$ cat src/rtl/alu_sequencer.sv
`default_nettype none
// +----------------------------------------------------------------------------+
// | Module      : alu_sequencer                                                |
// | Description : Queues {op,a,b} requests, sequences them through an external |
// |               ALU and returns registered responses with flags and error.   |
// | Revision    : 1.0 - initial release                                        |
// +----------------------------------------------------------------------------+
module alu_sequencer #(
    parameter int FIFO_DEPTH = 4,
    parameter int ALU_LAT    = 1
) (
    input  logic        clk,
    input  logic        aclr,
    input  logic        req_valid,
    output logic        req_ready,
    input  logic [2:0]  req_op,
    input  logic [7:0]  req_a,
    input  logic [7:0]  req_b,
    output logic [7:0]  alu_in_1,
    output logic [7:0]  alu_in_2,
    output logic [2:0]  alu_func,
    output logic        alu_enable,
    output logic        alu_aclr,
    input  logic [15:0] alu_out,
    input  logic        zero_flag,
    input  logic        overflow,
    output logic        rsp_valid,
    input  logic        rsp_ready,
    output logic [15:0] rsp_data,
    output logic [2:0]  rsp_op,
    output logic        rsp_zero,
    output logic        rsp_ovf,
    output logic        rsp_err,
    output logic        busy
);

    localparam int                 c_PTR_W  = $clog2(FIFO_DEPTH);
    localparam int                 c_CNT_W  = $clog2(ALU_LAT + 1);
    localparam logic [c_PTR_W:0]   c_FULL   = (c_PTR_W + 1)'(FIFO_DEPTH);
    localparam logic [c_CNT_W-1:0] c_WAIT0  = c_CNT_W'(ALU_LAT - 2);
    localparam logic [2:0]         c_OP_SHL = 3'b110;
    localparam logic [2:0]         c_OP_ILL = 3'b111;
    localparam logic [2:0]         c_FN_MUL = 3'b001;

    typedef enum logic [2:0] {
        S_IDLE    = 3'd0,
        S_ISSUE   = 3'd1,
        S_WAIT    = 3'd2,
        S_CAPTURE = 3'd3,
        S_RESP    = 3'd4
    } state_t;

    state_t               r_state;
    logic [18:0]          r_mem [FIFO_DEPTH];
    logic [c_PTR_W-1:0]   r_wr_ptr;
    logic [c_PTR_W-1:0]   r_rd_ptr;
    logic [c_PTR_W:0]     r_count;
    logic                 r_rdy_en;
    logic                 r_aclr_pulse;
    logic [c_CNT_W-1:0]   r_wait_cnt;
    logic [2:0]           r_op;

    logic                 w_push;
    logic                 w_pop;
    logic [2:0]           w_op;
    logic [7:0]           w_a;
    logic [7:0]           w_b;
    logic [2:0]           w_func;
    logic [7:0]           w_in_1;
    logic [7:0]           w_in_2;

    assign req_ready = r_rdy_en && (r_count != c_FULL);
    assign w_push    = req_valid && req_ready;
    assign w_pop     = (r_count != '0) &&
                       ((r_state == S_IDLE) || ((r_state == S_RESP) && rsp_ready));
    assign busy      = (r_state != S_IDLE) || (r_count != '0);
    assign alu_aclr  = aclr | r_aclr_pulse;

    assign {w_op, w_a, w_b} = r_mem[r_rd_ptr];

    // Shift-left reuses the multiplier with a one-hot power of two.
    always_comb begin
        w_func = w_op;
        w_in_1 = w_a;
        w_in_2 = w_b;
        if (w_op == c_OP_SHL) begin
            w_func = c_FN_MUL;
            w_in_2 = 8'h01 << w_b[2:0];
        end else if (w_op == c_OP_ILL) begin
            w_func = 3'b000;
            w_in_1 = 8'h00;
            w_in_2 = 8'h00;
        end
    end

    always_ff @(posedge clk) begin
        if (w_push) begin
            r_mem[r_wr_ptr] <= {req_op, req_a, req_b};
        end
    end

    always_ff @(posedge clk or posedge aclr) begin
        if (aclr) begin
            r_wr_ptr     <= '0;
            r_rd_ptr     <= '0;
            r_count      <= '0;
            r_rdy_en     <= 1'b0;
            r_aclr_pulse <= 1'b1;
        end else begin
            r_rdy_en     <= 1'b1;
            r_aclr_pulse <= 1'b0;
            if (w_push) begin
                r_wr_ptr <= r_wr_ptr + c_PTR_W'(1);
            end
            if (w_pop) begin
                r_rd_ptr <= r_rd_ptr + c_PTR_W'(1);
            end
            case ({w_push, w_pop})
                2'b10:   r_count <= r_count + (c_PTR_W + 1)'(1);
                2'b01:   r_count <= r_count - (c_PTR_W + 1)'(1);
                default: r_count <= r_count;
            endcase
        end
    end

    always_ff @(posedge clk or posedge aclr) begin
        if (aclr) begin
            r_state    <= S_IDLE;
            r_wait_cnt <= '0;
            r_op       <= 3'b000;
            alu_enable <= 1'b0;
            alu_func   <= 3'b000;
            alu_in_1   <= 8'h00;
            alu_in_2   <= 8'h00;
            rsp_valid  <= 1'b0;
            rsp_data   <= 16'h0000;
            rsp_op     <= 3'b000;
            rsp_zero   <= 1'b0;
            rsp_ovf    <= 1'b0;
            rsp_err    <= 1'b0;
        end else begin
            case (r_state)
                S_IDLE, S_RESP: begin
                    if ((r_state == S_IDLE) || rsp_ready) begin
                        rsp_valid <= 1'b0;
                        if (w_pop) begin
                            r_op       <= w_op;
                            alu_enable <= (w_op != c_OP_ILL);
                            alu_func   <= w_func;
                            alu_in_1   <= w_in_1;
                            alu_in_2   <= w_in_2;
                            r_state    <= S_ISSUE;
                        end else begin
                            r_state    <= S_IDLE;
                        end
                    end
                end
                S_ISSUE: begin
                    if (r_op == c_OP_ILL) begin
                        rsp_data  <= 16'h0000;
                        rsp_zero  <= 1'b1;
                        rsp_ovf   <= 1'b0;
                        rsp_err   <= 1'b1;
                        rsp_op    <= r_op;
                        rsp_valid <= 1'b1;
                        r_state   <= S_RESP;
                    end else if (ALU_LAT == 1) begin
                        r_state   <= S_CAPTURE;
                    end else begin
                        r_wait_cnt <= c_WAIT0;
                        r_state    <= S_WAIT;
                    end
                end
                S_WAIT: begin
                    if (r_wait_cnt == '0) begin
                        r_state <= S_CAPTURE;
                    end else begin
                        r_wait_cnt <= r_wait_cnt - c_CNT_W'(1);
                    end
                end
                S_CAPTURE: begin
                    rsp_data   <= alu_out;
                    rsp_zero   <= zero_flag;
                    rsp_ovf    <= overflow;
                    rsp_op     <= r_op;
                    rsp_err    <= 1'b0;
                    rsp_valid  <= 1'b1;
                    alu_enable <= 1'b0;
                    r_state    <= S_RESP;
                end
                default: begin
                    r_state <= S_IDLE;
                end
            endcase
        end
    end

endmodule
`default_nettype wire

$ cat config.mk
export PLATFORM = sky130hd
export DESIGN_NAME = alu_sequencer
export DESIGN_NICKNAME = d
export VERILOG_FILES = /design/src/rtl/alu_sequencer.sv
export SDC_FILE = /design/constraint.sdc
export NUM_CORES = 1
export LEC_CHECK = 0
export ABC_AREA = 1
export CAP_MARGIN = 20
export CORE_ASPECT_RATIO = 2
export CORE_UTILIZATION = 49
export DETAILED_ROUTE_END_ITERATION = 6
export MAX_ROUTING_LAYER = met4
export PLACE_DENSITY = 0.74
export SYNTH_ARGS = -nofsm -noshare
export SYNTH_HDL_FRONTEND = slang
export SYNTH_SLANG_ARGS = --single-unit
export TNS_END_PERCENT = 30
$ cat constraint.sdc
create_clock -name clk -period 2.94 [get_ports clk]
set_input_delay 0.735 -clock clk [delete_from_list [all_inputs] [get_ports clk]]
set_output_delay 0.735 -clock clk [all_outputs]
set_load 0.02 [all_outputs]
==> metrics.txt <==
combinational share of power=39.8%; Post-route DRC=0; WS Path Type=in -> out; Skew-Pair Late Insertion Delay=0.41 ns; initial antenna violation count=0; # diodes=0; post-synth top area cell=edfxtp_1; die footprint=11700 um2; total grt overflow=0; WL final=11000 um; highest metal used=met4; Slew HR=52.7%; unrepaired setup endpoints after global routing=no; Layout area overhead=28.5%; M1 WL=4130 um; CTS Buf Count=17; Synthesis Warnings=0; 1st-pass router iterations=5; status=finished, final reports clean; synth top area cells=edfxtp_1 41%, dfrtp_1 26%, nand2_1 11%; Worst-path clk slew=0.06 ns; post-synth top area share=41.4%; CP dominant cell by count=clkdlybuf4s50_1; Starting Density=50.3%; share of cells above drive strength 1=9.32%; clk buf depth=2; PortBufs=86; setup TNS=0 ns; Post-layout nets=667; Post-CTS Hold Buffers=0; Mapped Area=5510 um2; global-route wire length before repair=18500 um; fill count=870; Yosys reg bits=134; Synth Area per Inst=10.5 um2; maximum VDD drop=0.600 mV; Vias=3883; met3 wire length=462 um; Total Routing Usage GR=21.1%; slowest cell on the critical path=clkdlybuf4s50_1; worst slew pin tran=0.708 ns; Setup violations, final=0; deepest level of the CTS H-tree=4; Multi-input gate area=1550 um2; Mapped Cells=525; Post-DP HPWL=7510 um; Cell Pwr Density=1110 nW/um2; crit-path cells=clkdlybuf4s50_1, or2_2, clkdlybuf4s50_1; I/O pin total=87; Clock power frac=25.3%; leakage power=3.01 nW; core area=10900 um2; sw power=0.00303 W; CP Launch Type=input port; Setup Buffers After CTS=0; slowest cell delay on critical path=0.54 ns; sequential share of power=34.9%; Critical Path RT=2.20 ns; CP Capture Type=primary output; sequential fraction of the synthesis area=67.8%; Max Slew Vio Count=0; max-cap violations=0; Crit Path Max Fanout=2; total area of sequential cells=3730 um2; crit path time final=2.72 ns; Internal Pwr Total=0.00486 W; vias in the first global route=3992; CTS tree=done; skew final=0.00803 ns; Chip Height=152 um; final hold viol count=0; Root Driver=clkbuf_16; final core utilization=64.7%; Final ANT Viol Nets=0; Syn Nets=572; CTS Sinks=134; sw frac=38.4%; FMAX=0.368 GHz; DR WL/cell=14.2 um; die extent in x=77.0 um; worst hold path type=reg -> reg; CP arrival=1.98 ns; GPL Wtd Cong=0.775; largest net degree at the start of global routing=59; std cell rows=54; met2 WL post-DR=6230 um; Synth cell types=32; Vias/cell=5.02; Final Cycle Share=92.4%; Post-CTS Resized=0; DR iter-0 viols=226
[worst paths after layout]
kind                             start          end  slack [ns]  cells past startpoint
setup reg to reg            r_count[0]   r_count[2]        0.97                     10
max in group asynchronous         aclr  r_rd_ptr[0]        1.63                      3
min in group asynchronous         aclr  r_wr_ptr[0]        0.84                      3
setup / recovery                  aclr     alu_aclr        0.22                      3
hold reg to reg            rsp_data[2]  rsp_data[2]        0.47                      2
hold / removal             rsp_data[2]  rsp_data[2]        0.47                      2
[through the flow]
stage,setup slack [ns],hold WS (ns),power [W],instance area [um2],instances
finish,0.222,0.468,0.00789,7080,773
global route,0.191,0.503,0.00844,7080,773
CTS,0.217,0.473,0.00796,7080,773
detailed placement,0.223,0.459,0.00594,6510,741
global placement,0.235,0.452,0.00580,6510,741
floorplan,0.479,0.460,0.00484,5510,525
[area by class of cell]
cell class	count	area share, %
sequential	134	52.8
multi-input combinational	337	21.8
timing repair buffer	94	13.0
clock buffer	17	6.01
tap	140	2.47
clock inverter	15	2.00
inverter	36	1.91
[cell usage in the layout, fill, tap and decap left out, drive strengths merged]
master	instances
clkbuf	17
nand2	172
a21oi	1
clkdlybuf4s50	86
edfxtp	76
a31oi	1
o211ai	8
inv	43
xnor2	2
o21ai	24
conb	2
nor2	68
nand4	1
ha	5
o22ai	9
bufinv	1
clkinv	4
dfstp	1
fa	1
xor2	3
nand3	37
or2	1
buf	8
nand3b	1
clkinvlp	3
dfrtp	57
nor3	1
[registers in the layout (all words and copies together), names as in the netlist]
name,flops
rsp_err,1
alu_func,3
r_wr_ptr,2
rsp_ovf,1
rsp_op,3
r_mem,76
rsp_data,16
rsp_valid,1
rsp_zero,1
r_aclr_pulse,1
r_state,3
r_rd_ptr,2
r_count,3
r_rdy_en,1
alu_in_1,8
r_op,3
alu_enable,1
alu_in_2,8
[synth_stat cells, drive strengths merged]
master,instances
nand3b,1
nand3,37
xor2,3
clkbuf,3
edfxtp,76
dfstp,1
inv,36
dfrtp,57
conb,2
buf,15
a21oi,1
nand4,1
a31oi,1
xnor2,2
o21ai,24
nand2,172
o211ai,8
nor3,1
fa,1
or2,1
ha,5
o22ai,9
nor2,68
[power groups by stage]
stage | Clock, W | Sequential, W | Combinational [W]
2_1_floorplan | 0 | 0.00310 | 0.00174
3_3_place_gp | 0 | 0.00276 | 0.00304
3_5_place_dp | 0 | 0.00279 | 0.00316
4_1_cts | 0.00203 | 0.00275 | 0.00318
5_1_grt | 0.00212 | 0.00281 | 0.00351
6_report | 0.00200 | 0.00275 | 0.00314
[kinds of logic after synthesis]
| group | after synthesis | share of synthesized area (%) |
|---|---|---|
| compound gates | 43 | 4.50 |
| xor+xnor | 5 | 0.795 |
| fa+ha+maj | 6 | 1.50 |
| buf+inv | 54 | 4.18 |
| flops | 134 | 67.8 |
| other cells | 2 | 0.136 |
| simple gates | 281 | 21.1 |
[per-layer routing]
layer	vias up	global-route usage, %
li1	1910	-
met1	1850	20.3
met2	108	38.6
met3	15	5.89
met4	0	8.98
met5	-	-
[worst max-delay path, delay by kind of cell]
kind | cells | cell delay [ns]
buf+inv | 2 | 0.97
simple gates | 1 | 0.28
(Power assumes the default switching activity.)
==> RTL change (same flow settings) <==
The parameter `ALU_LAT` goes from 1 to 2.
--- a/src/rtl/alu_sequencer.sv
+++ b/src/rtl/alu_sequencer.sv
@@ -7,7 +7,7 @@
 // +----------------------------------------------------------------------------+
 module alu_sequencer #(
     parameter int FIFO_DEPTH = 4,
-    parameter int ALU_LAT    = 1
+    parameter int ALU_LAT    = 2
 ) (
     input  logic        clk,
     input  logic        aclr,
Formal check against the unedited RTL: not equivalent (Yosys sat finds a counterexample within 10 cycles, from zero or initial values).
==> RTL change against the original RTL <==
Cell area increased by 2.5%; largest cell class unchanged; worst setup slack improved by 0.0096 ns; clock power grew 3%; synthesized area is 2.6% higher; critical path type unchanged; clock skew fell by 0.0019 ns; core utilization fell by 0.41 points; routed wire length rose by 8.6%; sequential cell count up 2; total power rose by 3.4%.
==> RTL change: results <==
metrics = {
    "status": {
        "outcome": "completed",
    },
    "grt": {
        "largest_net_degree_at_the_start_of_global_routing": 48,
        "first_pass_grt_wire_length_um": 19300,
        "grtUsageTotal_pct": 21.9,
        "first_global_vias": 4152,
    },
    "routing": {
        "first_pass_drt_iterations": 4,
        "detail_route.wirelength_um": 11900,
        "dr.first_iter.drc_count": 206,
        "num_vias": 4053,
    },
    "synthesis": {
        "synth_seq_area_share_pct": 66.9,
        "synthArstFlopShare_pct": 44.1,
        "postSynthNetCount": 559,
        "ys_top_cells_by_area": "edfxtp_1 40%, dfrtp_1 26%, nand2_1 8.0%",
        "synth.top_cells.by_count": "121 x nand2_1, 76 x edfxtp_1, 67 x nor2_1",
        "cell_variety_after_synth": 35,
    },
    "layout": {
        "finalNetCount": 654,
        "final.fill_count": 855,
        "final_layout_size_suffix_gt1_share_pct": 9.53,
    },
    "min_path": {
        "worst_hold_startpoint": "r_count[0]",
    },
    "setup_path": {
        "crit-reg2reg-launch": "r_count[0]",
        "cp-startpoint": "aclr",
        "crit_fanout": 2,
    },
    "sta": {
        "slew_headroom_pct": 49.6,
        "fin_skew_ns": 0.00614,
    },
    "placed_design": {
        "dp_worst_setup_slack_ns": 0.227,
        "placer_congestion": 0.848,
        "dpl.hpwl_um": 7930,
        "dpl-instance-area_um2": 6670,
    },
    "power": {
        "maximum_vdd_drop_mv": 0.562,
        "power_leakage_nw": 3.01,
    },
    "clock_network": {
        "path_clk_slew_ns": 0.06,
    },
}
## RTL change: cell types whose count changed in the layout (fill, tap and decap cells not counted), moves of 5 or more
cell | unedited run | this run
inv_6 | 7 | 0
inv_1 | 28 | 36
nand3_1 | 35 | 30
nand2_1 | 167 | 121
a32o_1 | 0 | 17
## RTL change: area by class of cell
class / instances / area [um2] / share of cell area [%]
Sequential cell: 136 / 3780 / 52.2
Multi-Input combinational cell: 313 / 1590 / 22.0
Timing Repair Buffer: 97 / 956 / 13.2
Clock buffer: 18 / 429 / 5.92
Tap cell: 142 / 178 / 2.45
Clock inverter: 14 / 158 / 2.17
Inverter: 41 / 154 / 2.12
## RTL change: worst max-delay path, stage by stage
cell             delay [ns]
clkdlybuf4s50_1        0.42
or2_2                  0.27
clkdlybuf4s50_1        0.54
## RTL change: per-stage QoR
stage                     cells  hold WS (ns)
after floorplan             511         0.437
after global placement      729         0.455
after detailed placement    729         0.460
after CTS                   761         0.471
after global routing        761         0.484
final                       761         0.470
## RTL change: final timing paths
kind                         endpoint  slack [ns]  depth (start not counted)
setup / recovery             alu_aclr        0.23                          3
hold / removal             r_count[0]        0.47                          1
setup reg to reg           r_count[2]        0.93                         10
hold reg to reg            r_count[0]        0.47                          1
max in group asynchronous    rsp_zero        1.64                          3
min in group asynchronous    r_rdy_en        0.72                          2
## RTL change: report_power, final
group	internal, mW	switching, mW	total [mW]
logic	1.24	2.08	3.32
clock network	1.32	0.754	2.07
registers	2.52	0.238	2.76
## RTL change: cells by family after synthesis
| group | Yosys count | synth area share (%) |
|---|---|---|
| XOR/XNOR | 4 | 0.620 |
| buffers and inverters | 62 | 4.89 |
| adder cells (fa/ha/maj) | 7 | 1.68 |
| AND/OR/NAND/NOR | 235 | 17.9 |
| other | 2 | 0.133 |
| AO/OA/AOI/OAI | 65 | 7.81 |
| flip-flops | 136 | 66.9 |
## RTL change: per-layer routing
metal	global-route usage, %	part of all wire (%)	vias up
li1	-	-	1914
met1	21.1	37	1983
met2	39.1	56	130
met3	5.93	4.7	26
met4	11.8	2.9	0
met5	-	0	-
